<file path="config.mk">
export PLATFORM = sky130hd
export DESIGN_NAME = cgra_context_sequencer
export DESIGN_NICKNAME = d
export VERILOG_FILES = /design/src/rtl/cgra_pkg.sv /design/src/rtl/cgra_context_sequencer.sv
export SDC_FILE = /design/constraint.sdc
export NUM_CORES = 1
export LEC_CHECK = 0
export CORE_MARGIN = 3
export CORE_UTILIZATION = 40
export CTS_CLUSTER_SIZE = 30
export DETAILED_ROUTE_END_ITERATION = 10
export GPL_ROUTABILITY_DRIVEN = 1
export HOLD_SLACK_MARGIN = 0.15
export PLACE_DENSITY = 0.63
export SYNTH_ARGS = -nofsm -noshare
export SYNTH_HDL_FRONTEND = slang
export SYNTH_SLANG_ARGS = --single-unit
</file>
<file path="constraint.sdc">
create_clock -name clk -period 2.7 [get_ports clk]
set_clock_uncertainty 0.15 [all_clocks]
set_input_delay 0.27 -clock clk [delete_from_list [all_inputs] [get_ports clk]]
set_output_delay 0.27 -clock clk [all_outputs]
set_load 0.02 [all_outputs]
</file>
<file path="src/rtl/cgra_pkg.sv">
// Shared types for the CGRA context sequencer: FSM state encoding and the
// packed context-table entry {last, next_pc, rpt}.
package cgra_pkg;

    localparam int CGRA_PC_WIDTH  = 4;
    localparam int CGRA_RPT_WIDTH = 8;

    typedef enum logic [1:0] {
        IDLE   = 2'd0,
        RUN    = 2'd1,
        FINISH = 2'd2
    } seq_state_t;

    // Field order matches the packed cfg write word {last, next_pc, repeat}.
    typedef struct packed {
        logic                      last;
        logic [CGRA_PC_WIDTH-1:0]  next_pc;
        logic [CGRA_RPT_WIDTH-1:0] rpt;
    } context_entry_t;

    // An unprogrammed slot issues once and ends the program.
    function automatic context_entry_t reset_entry();
        return '{last: 1'b1, next_pc: '0, rpt: '0};
    endfunction

endpackage

</file>
<file path="src/rtl/cgra_context_sequencer.sv">
// Context sequencer for a CGRA: walks a flop-based context table, issuing each
// slot repeat+1 times, with stall, abort, issue budget and config-error reporting.
module cgra_context_sequencer
    import cgra_pkg::*;
#(
    parameter int CONTEXT_DEPTH = 16,
    // Widths must agree with the package entry layout.
    parameter int PC_WIDTH      = CGRA_PC_WIDTH,
    parameter int RPT_WIDTH     = CGRA_RPT_WIDTH
) (
    input  logic                          clk,
    input  logic                          rst_n,
    input  logic                          cfg_we_i,
    input  logic [PC_WIDTH-1:0]           cfg_addr_i,
    input  logic [RPT_WIDTH+PC_WIDTH:0]   cfg_wdata_i,
    output logic                          cfg_err_o,
    input  logic                          start_i,
    input  logic                          abort_i,
    input  logic [PC_WIDTH-1:0]           entry_pc_i,
    input  logic [31:0]                   max_steps_i,
    input  logic                          stall_i,
    output logic [PC_WIDTH-1:0]           context_pc_o,
    output logic                          context_valid_o,
    output logic                          busy_o,
    output logic                          done_o,
    output logic                          timeout_o,
    output logic [31:0]                   step_count_o
);

    seq_state_t           state_q, state_d;
    context_entry_t       ctx_table [CONTEXT_DEPTH];
    context_entry_t       entry;
    logic [PC_WIDTH-1:0]  pc_q;
    logic [RPT_WIDTH-1:0] rpt_cnt_q;
    logic [31:0]          step_count_q;
    logic                 issue, final_issue, program_end, budget_hit;

    always_ff @(posedge clk or negedge rst_n) begin
        if (!rst_n) begin
            state_q <= IDLE;
        end else begin
            // NOTE: all clocked state uses non-blocking assignment so every flop
            // samples pre-edge values regardless of block ordering.
            state_q <= state_d;
        end
    end

    always_comb begin
        // NOTE: every always_comb output gets a default first so no path
        // leaves it unassigned and infers a latch.
        state_d         = state_q;
        entry           = ctx_table[pc_q];
        issue           = (state_q == RUN) && !stall_i;
        final_issue     = issue && (rpt_cnt_q == entry.rpt);
        program_end     = final_issue && entry.last;
        budget_hit      = issue && (max_steps_i != 32'd0) && (step_count_q + 32'd1 == max_steps_i);
        context_valid_o = issue;
        busy_o          = (state_q == RUN);
        done_o          = (state_q == FINISH);

        case (state_q)
            IDLE:    if (start_i && !abort_i) state_d = RUN;
            RUN: begin
                if (abort_i)                        state_d = IDLE;
                else if (program_end || budget_hit) state_d = FINISH;
            end
            FINISH:  state_d = IDLE;
            default: state_d = IDLE;
        endcase
    end

    always_ff @(posedge clk or negedge rst_n) begin
        if (!rst_n) begin
            // NOTE: the table is deliberately flops so each entry can be reset;
            // a RAM-mapped memory could not take this per-entry reset value.
            for (int i = 0; i < CONTEXT_DEPTH; i++) ctx_table[i] <= reset_entry();
            pc_q         <= '0;
            rpt_cnt_q    <= '0;
            step_count_q <= '0;
            timeout_o    <= 1'b0;
            cfg_err_o    <= 1'b0;
        end else begin
            cfg_err_o <= cfg_we_i && (state_q != IDLE);
            if (state_q == IDLE) begin
                // Write and start share the edge, so a same-cycle start sees the new entry.
                if (cfg_we_i) ctx_table[cfg_addr_i] <= context_entry_t'(cfg_wdata_i);
                if (start_i && !abort_i) begin
                    pc_q         <= entry_pc_i;
                    rpt_cnt_q    <= '0;
                    step_count_q <= '0;
                    timeout_o    <= 1'b0;
                end
            end else if (issue) begin
                step_count_q <= step_count_q + 32'd1;
                if (!abort_i) begin
                    if (!final_issue) begin
                        rpt_cnt_q <= rpt_cnt_q + RPT_WIDTH'(1);
                    end else if (!entry.last) begin
                        pc_q      <= entry.next_pc;
                        rpt_cnt_q <= '0;
                    end
                    if (budget_hit && !program_end) timeout_o <= 1'b1;
                end
            end
        end
    end

    assign context_pc_o = pc_q;
    assign step_count_o = step_count_q;

endmodule

</file>
==> summary.md, run 1 <==
| Metric | Value |
|---|---|
| Status | `complete, but fails checks` |
| Failing checks | `setup timing` |
| Die H | `191 µm` |
| Fin crit share | `108%` |
| Die Wd | `191 µm` |
| Final Hold Vio Count | `0` |
| Clock transition at path regs | `approximately 0.060 ns` |
| Crit path time final | `2.93 ns` |
| FF+latch count, synth | `256` |
| Required time of the critical path | `3.00 ns` |
| Synthesized area per cell | `12.2 µm²` |
| GRT overflow | `0` |
| Cell Area, Synth | `13,700 µm²` |
| Data arrival, critical path | `3.23 ns` |
| Share of the synthesized area in the top cell type | `43.9%` |
| Final instance area | `18,000 µm²` |
| Number of synthesized flops with an enable pin | `0` |
| Setup WS post-layout | `-0.229 ns` |
| First-pass GRT wire length | `slightly above 60 mm` |
| GPL Wtd Cong | `0.899` |
| Sequential share of the synthesized area | `a little under half` |
| Fill cells | `2,877` |
| H-tree depth | `1` |
| Area leader, netlist | `dfrtp_1` |
| Syn_nets | `around 1,200` |
| Layout cell share with drive strength beyond 1 | `43.4%` |
| Initial core utilization | `~41%` |
| Synth cell types | `88` |
| Final setup vio count | `15` |
| Slew Limit Fails | `0` |
| Port Buffer Count | `99` |
| Vias in the first global route | `~11,000` |
| Diode count | `0` |
| Critical path type | `register to register` |
| Dpl hpwl | `~27 mm` |
| CTS tree | `yes` |
| Antenna viol nets, final | `0` |
| Area Growth Syn to Fin | `31.7%` |
| Syn Inst Count | `1,116` |
| Total of max-cap violations | `0` |
| Hold Path Class | `input pin to async pin` |
| Top FF cell, synth | `dfrtp_1` |
| Row cnt | `between 60 and 70` |
| DRT Wirelength | `38.7 mm` |
| Vias | `10,139` |
| DRT iter0 DRCs | `between 600 and 700` |
| Die area | `36,400 µm²` |
| Area of the core | `33,600 µm²` |
| Largest net degree at the start of global routing | `91` |
| Yosys warns | `0` |
| PwrDens | `859 nW/µm²` |
| Unrepaired setup endpoints after global routing | `yes` |
| Routed WL per cell | `21.0 µm` |
| Length of the first detailed-routing pass in iterations | `5` |
| CP endpoint kind | `register` |
| Longest Clk Path Bufs | `3` |
| Pleak | `7.73 nW` |
| Initial antenna violation count | `0` |
| CTS Root Cell | `clkbuf_16` |
| Slew @ Worst Pin | `0.628 ns` |
| Maximum fanout along the worst path | `5` |
| Final #Nets | `1,433` |
| Routed vias/inst | `5.51` |
| Synth top area cells | `dfrtp_1 44%, mux2_2 18%, mux4_2 6.9%` |
| Fmax | `about 340 MHz` |
| Max IR drop VDD | `roughly 0.63 mV` |
| Clock Sinks | `256` |
| CP startpoint kind | `register` |
| DP Area | `16,400 µm²` |
| # IOs | `100` |
| Drt drc | `0` |
| GRT Total Usage | `21.3%` |
| Util after Layout | `between 50 and 60%` |
| Max-Slew Margin vs Limit | `58.0%` |
| Share of flip-flops with an asynchronous set or reset | `100%` |
| Num CTS Buffers | `28` |
| Clk_lat worst skew | `0.57 ns` |
| Worst reg-to-reg setup slack | `-0.23 ns` |
sequential cells by signal, summed over array words and instances, names as in the netlist:
register	flops
ctx_table	208
step_count_o	32
rpt_cnt_q	8
context_pc_o	4
state_q	2
cfg_err_o	1
timeout_o	1
cells in the mapped netlist, types with 3 or more instances:
master,count
o211ai_1,4
nor2_1,50
nand3_1,29
buf_4,7
o311ai_1,4
dfstp_2,16
clkbuf_1,38
and4_1,9
o22ai_1,6
xor2_1,16
mux2i_1,32
a31oi_1,5
inv_1,12
a22oi_1,5
buf_2,20
nor3_1,11
buf_6,4
o21ai_0,49
and2_1,6
buf_1,9
nand4_1,27
mux4_2,42
dfrtp_1,240
mux2_2,214
or3_1,6
or4b_1,3
nor4_1,15
o41ai_1,3
nand2b_1,14
o31ai_1,9
nor4_2,3
mux4_1,4
nand2_1,60
xnor2_1,35
a22o_1,3
a21o_1,4
nor2b_1,10
and3_1,7
mux2_4,3
a21oi_1,27
metrics by stage:
| step | worst slack [ns] | TNS [ns] | std cells | power, mW | hold slack (ns) |
|---|---|---|---|---|---|
| 3_3_place_gp | -0.263 | -2.93 | 1771 | 10.7 | 0.0305 |
| 5_1_grt | -0.327 | -4.06 | 1841 | 16.2 | 0.168 |
| 4_1_cts | -0.199 | -1.76 | 1836 | 15.4 | 0.165 |
| 3_5_place_dp | -0.302 | -3.69 | 1771 | 10.8 | 0.0354 |
| 6_report | -0.229 | -2.48 | 1841 | 15.5 | 0.178 |
| 2_1_floorplan | -0.237 | -1.09 | 1116 | 9.03 | -0.176 |
timing repair:
action,4_1_cts,5_1_grt
setup buffers,10,7
pin swaps,12,15
gates resized for setup,46,29
gates cloned,2,0
hold buffers,2,0
hold endpoints to repair,242,0
endpoints found under the setup margin,16,16
routing by layer:
| layer | vias to the layer above | GRT usage [%] | share of wire, % |
|---|---|---|---|
| met5 | - | 0 | 0 |
| met4 | 0 | 5.64 | 2.8 |
| met3 | 72 | 3.05 | 4.8 |
| met2 | 274 | 36.5 | 49 |
| met1 | 5138 | 28.5 | 44 |
| li1 | 4655 | - | - |
power by group:
group	switching (mW)	total (mW)	internal, mW	leakage (nW)
Combinational	2.42	5.82	3.40	4.01
Sequential	0.598	5.52	4.92	3.21
Clock	1.59	4.13	2.54	0.507
final cells by class:
type                    count  area, µm²  area share, %
repair buffers            306       2830           15.7
clock buffers              39        833           4.63
multi-input cells         766       7100           39.5
well taps                 448        561           3.11
inverters                  14       52.6          0.292
flip-flops and latches    256       6430           35.7
clock inverters            12        186           1.04
worst paths after layout:
path	from	end	cells after the start
worst max-delay path	context_pc_o[1]	context_pc_o[1]	11
worst min-delay path	rst_n	ctx_table[171]	3
worst max register to register	context_pc_o[1]	context_pc_o[1]	11
worst min register to register	ctx_table[80]	ctx_table[80]	1
max in group asynchronous	rst_n	ctx_table[38]	3
min in group clk	cfg_we_i	cfg_err_o	2
placed cells by master, fill, tap and decap left out, types with 7 or more instances in the layout:
cell type / synthesis / routed
clkbuf_16: 0 / 29
mux2_2: 214 / 214
nor3_1: 11 / 7
o31ai_1: 9 / 9
inv_1: 12 / 12
nand4_1: 27 / 27
dfstp_2: 16 / 16
nor2_1: 50 / 48
dfrtp_1: 240 / 234
nand2_1: 60 / 57
xnor2_1: 35 / 33
mux4_2: 42 / 45
o21ai_0: 49 / 45
buf_12: 0 / 15
nand3_1: 29 / 29
xor2_1: 16 / 15
clkdlybuf4s50_1: 0 / 97
nand2b_1: 14 / 11
and3_1: 7 / 7
a21oi_1: 27 / 25
buf_4: 7 / 181
nor4_1: 15 / 10
mux2i_1: 32 / 31
clkbuf_8: 0 / 7
nor2b_1: 10 / 9
critical path: stages (launching register included):
cell,delay (ns)
dfrtp_2,0.40
buf_6,0.15
buf_12,0.12
mux4_2,0.49
mux2i_1,0.16
buf_4,0.17
xnor2_4,0.07
o32ai_4,0.33
buf_4,0.17
a41oi_2,0.09
nand2b_4,0.19
mux2_4,0.30
cell families after synthesis:
| logic type | share of synthesized area [%] |
|---|---|
| xor gates and xnor gates | 3.39 |
| muxes | 28.0 |
| DFF | 47.0 |
| buffers and inverters | 3.27 |
| adders and majority gates | 0.183 |
| AOI/OAI and AO/OA | 7.18 |
| and+or+nand+nor | 11.0 |
No activity file was read; power rests on OpenSTA's default activity.
==> run 2: changes to the inputs <==
--- a/config.mk
+++ b/config.mk
@@ -11,7 +11,6 @@
 export DETAILED_ROUTE_END_ITERATION = 10
 export GPL_ROUTABILITY_DRIVEN = 1
 export HOLD_SLACK_MARGIN = 0.15
-export PLACE_DENSITY = 0.63
 export SYNTH_ARGS = -nofsm -noshare
 export SYNTH_HDL_FRONTEND = slang
 export SYNTH_SLANG_ARGS = --single-unit
==> summary.md, run 2 (synthesis results as in run 1) <==
| Metric | Value |
|---|---|
| CTS tree | `yes` |
| Drt drc | `0 (unchanged)` |
| Antenna viol nets, final | `0 (unchanged)` |
| Data arrival, critical path | `3.20 ns (-0.03 ns)` |
| Fmax | `347 MHz (+1.7%)` |
| Pleak | `7.71 nW (-0.27%)` |
| Final instance area | `18,000 µm² (-0.18%)` |
| DP Area | `16,500 µm² (+0.20%)` |
| Row cnt | `67 (unchanged)` |
| Crit path time final | `2.88 ns (-0.0476 ns)` |
| Die area | `36,400 µm² (unchanged)` |
| Failing checks | `setup timing` |
| Slew Limit Fails | `0 (unchanged)` |
| Final Hold Vio Count | `0 (unchanged)` |
| Final #Nets | `1,434 (+0.070%)` |
| P_sw | `4.66 mW (+1.2%)` |
| Slew @ Worst Pin | `0.666 ns (+0.0380 ns)` |
| Worst reg-to-reg setup slack | `-0.18 ns (+0.05 ns)` |
| Routed WL per cell | `21.0 µm (-0.11%)` |
| Largest reg by FF count | `ctx_table` |
| Max-Slew Margin vs Limit | `55.6% (-2.4 points)` |
| CTS Root Cell | `clkbuf_16` |
| DRT iter0 DRCs | `615 (+0.49%)` |
| H-tree depth | `1 (unchanged)` |
| Clock transition at path regs | `0.06 ns (about the same)` |
| GRT Total Usage | `21.4% (+0.054 points)` |
| Clk_lat worst skew | `0.58 ns (about the same)` |
| Clock Power Share | `27.1% (+0.4 points)` |
| Combinational fraction of design power | `37.4% (-0.2 points)` |
| CP endpoint kind | `register` |
| Fin crit share | `107% (-1.8 points)` |
| Setup WS post-layout | `-0.182 ns (+0.0476 ns)` |
| Routed vias/inst | `5.51 (about the same)` |
| Required time of the critical path | `3.02 ns (+0.02 ns)` |
| Area of the core | `33,600 µm² (unchanged)` |
| Layout cell share with drive strength beyond 1 | `42.9% (-0.48 points)` |
| GRT overflow | `0 (unchanged)` |
| Num CTS Buffers | `30 (+7.1%)` |
| Unrepaired setup endpoints after global routing | `yes` |
| Commonest non-fill, non-tap cell in the layout | `dfrtp_1` |
| CP startpoint kind | `register` |
| Clock Sinks | `256 (unchanged)` |
| Worst r2r path cells | `9 (-2)` |
| Critical path type | `register to register` |
| Hold slack | `0.154 ns (-0.0241 ns)` |
| Total of max-cap violations | `0 (unchanged)` |
| Met2 wire len | `18.8 mm (+0.23%)` |
| Part of the power in registers | `35.5% (-0.2 points)` |
| Vias in the first global route | `10,535 (+0.30%)` |
| DRT Wirelength | `38.7 mm (+0.11%)` |
| Top sig layer | `met4` |
| GPL Wtd Cong | `0.909 (+1.1%)` |
| Diode count | `0 (unchanged)` |
| PwrDens | `864 nW/µm² (+0.50%)` |
| Longest Clk Path Bufs | `3 (unchanged)` |
| M1 wire length | `17.4 mm (+2.4%)` |
| Status | `complete, but fails checks` |
| First-pass GRT wire length | `61.1 mm (+0.79%)` |
| Die H | `191 µm (unchanged)` |
| Initial core utilization | `40.7% (unchanged)` |
| Commonest cells after routing, fill and taps aside | `234 x dfrtp_1, 214 x mux2_2, 179 x buf_4` |
| Hold Path Class | `input pin to async pin` |
| Largest net degree at the start of global routing | `80 (-12%)` |
| Final setup vio count | `14 (-1)` |
| Pint | `10.9 mW (about the same)` |
| Max reg flops | `208 (unchanged)` |
| Max IR drop VDD | `0.687 mV (+8.9%)` |
| Length of the first detailed-routing pass in iterations | `5 (unchanged)` |
| Net Sw Frac | `30.0% (+0.25 points)` |
| Maximum fanout along the worst path | `5 (unchanged)` |
| # IOs | `100 (unchanged)` |
| Initial antenna violation count | `0 (unchanged)` |
| Area Growth Syn to Fin | `31.5%` |
| Vias | `10,164 (+0.25%)` |
| Metal3 WL | `1.71 mm (-8.2%)` |
| Die Wd | `191 µm (unchanged)` |
| Dpl hpwl | `27.0 mm (+1.2%)` |
| Port Buffer Count | `99 (unchanged)` |
## run 2: changes by cell type in the layout (fill, tap and decap cells not counted), sizes merged
cell / change
clkbuf: +4
bufbuf: -2
clkinv: +2
buf: +1
bufinv: -1
clkdlybuf4s15: -1
clkinvlp: +1
## run 2: metrics by stage
stage	total power, mW	util, %	TNS [ns]	cells	setup slack, ns
3_3_place_gp	10.7	49.0	-2.69	1772	-0.309
2_1_floorplan	9.03	-	-1.09	1116	-0.237
3_5_place_dp	10.9	49.0	-3.40	1772	-0.351
5_1_grt	16.3	53.4	-3.13	1845	-0.257
6_report	15.5	53.4	-1.77	1845	-0.182
4_1_cts	15.5	53.0	-2.09	1838	-0.220
## run 2: layout make-up
class	instances	area (µm²)
Sequential cell	256	6430
Inverter	14	52.6
Clock inverter	14	184
Clock buffer	42	868
Fill cell	2894	15700
Multi-Input combinational cell	766	7050
Timing Repair Buffer	305	2820
Tap cell	448	561
## run 2: timing repair
item,in CTS,in global routing
endpoints found under the setup margin,16,16
hold buffers,1,0
buffers inserted,11,7
pin swaps,14,12
endpoints found under the hold margin,211,0
cloned,0,0
resized for setup,52,19
## run 2: per-layer routing
metal  vias up  GRT usage (%)
li1       4683              -
met1      5197           29.3
met2       230           36.3
met3        54           2.76
met4         0           5.08
met5         -              0
## run 2: critical path, cell delays in order, from the launching register on
cell      delay, ns
dfrtp_2        0.37
buf_8          0.13
mux4_2         0.49
mux4_2         0.54
xnor2_2        0.16
nand2_2        0.11
a21oi_4        0.16
a41oi_2        0.15
nand2b_4       0.20
mux2_4         0.30
## run 2: final timing paths
| check | from | to |
|---|---|---|
| setup / recovery | context_pc_o[2] | context_pc_o[2] |
| hold / removal | rst_n | step_count_o[10] |
| setup reg to reg | context_pc_o[2] | context_pc_o[2] |
| hold reg to reg | ctx_table[54] | ctx_table[54] |
| max in group asynchronous | rst_n | ctx_table[114] |
| min in group clk | cfg_we_i | cfg_err_o |
## run 2: power groups by stage
stage | logic (mW) | registers [mW] | clock network [mW]
2_1_floorplan | 3.63 | 5.40 | 0
6_report | 5.81 | 5.51 | 4.20
4_1_cts | 5.72 | 5.50 | 4.29
3_5_place_dp | 5.29 | 5.60 | 0
5_1_grt | 6.26 | 5.63 | 4.44
3_3_place_gp | 5.19 | 5.55 | 0
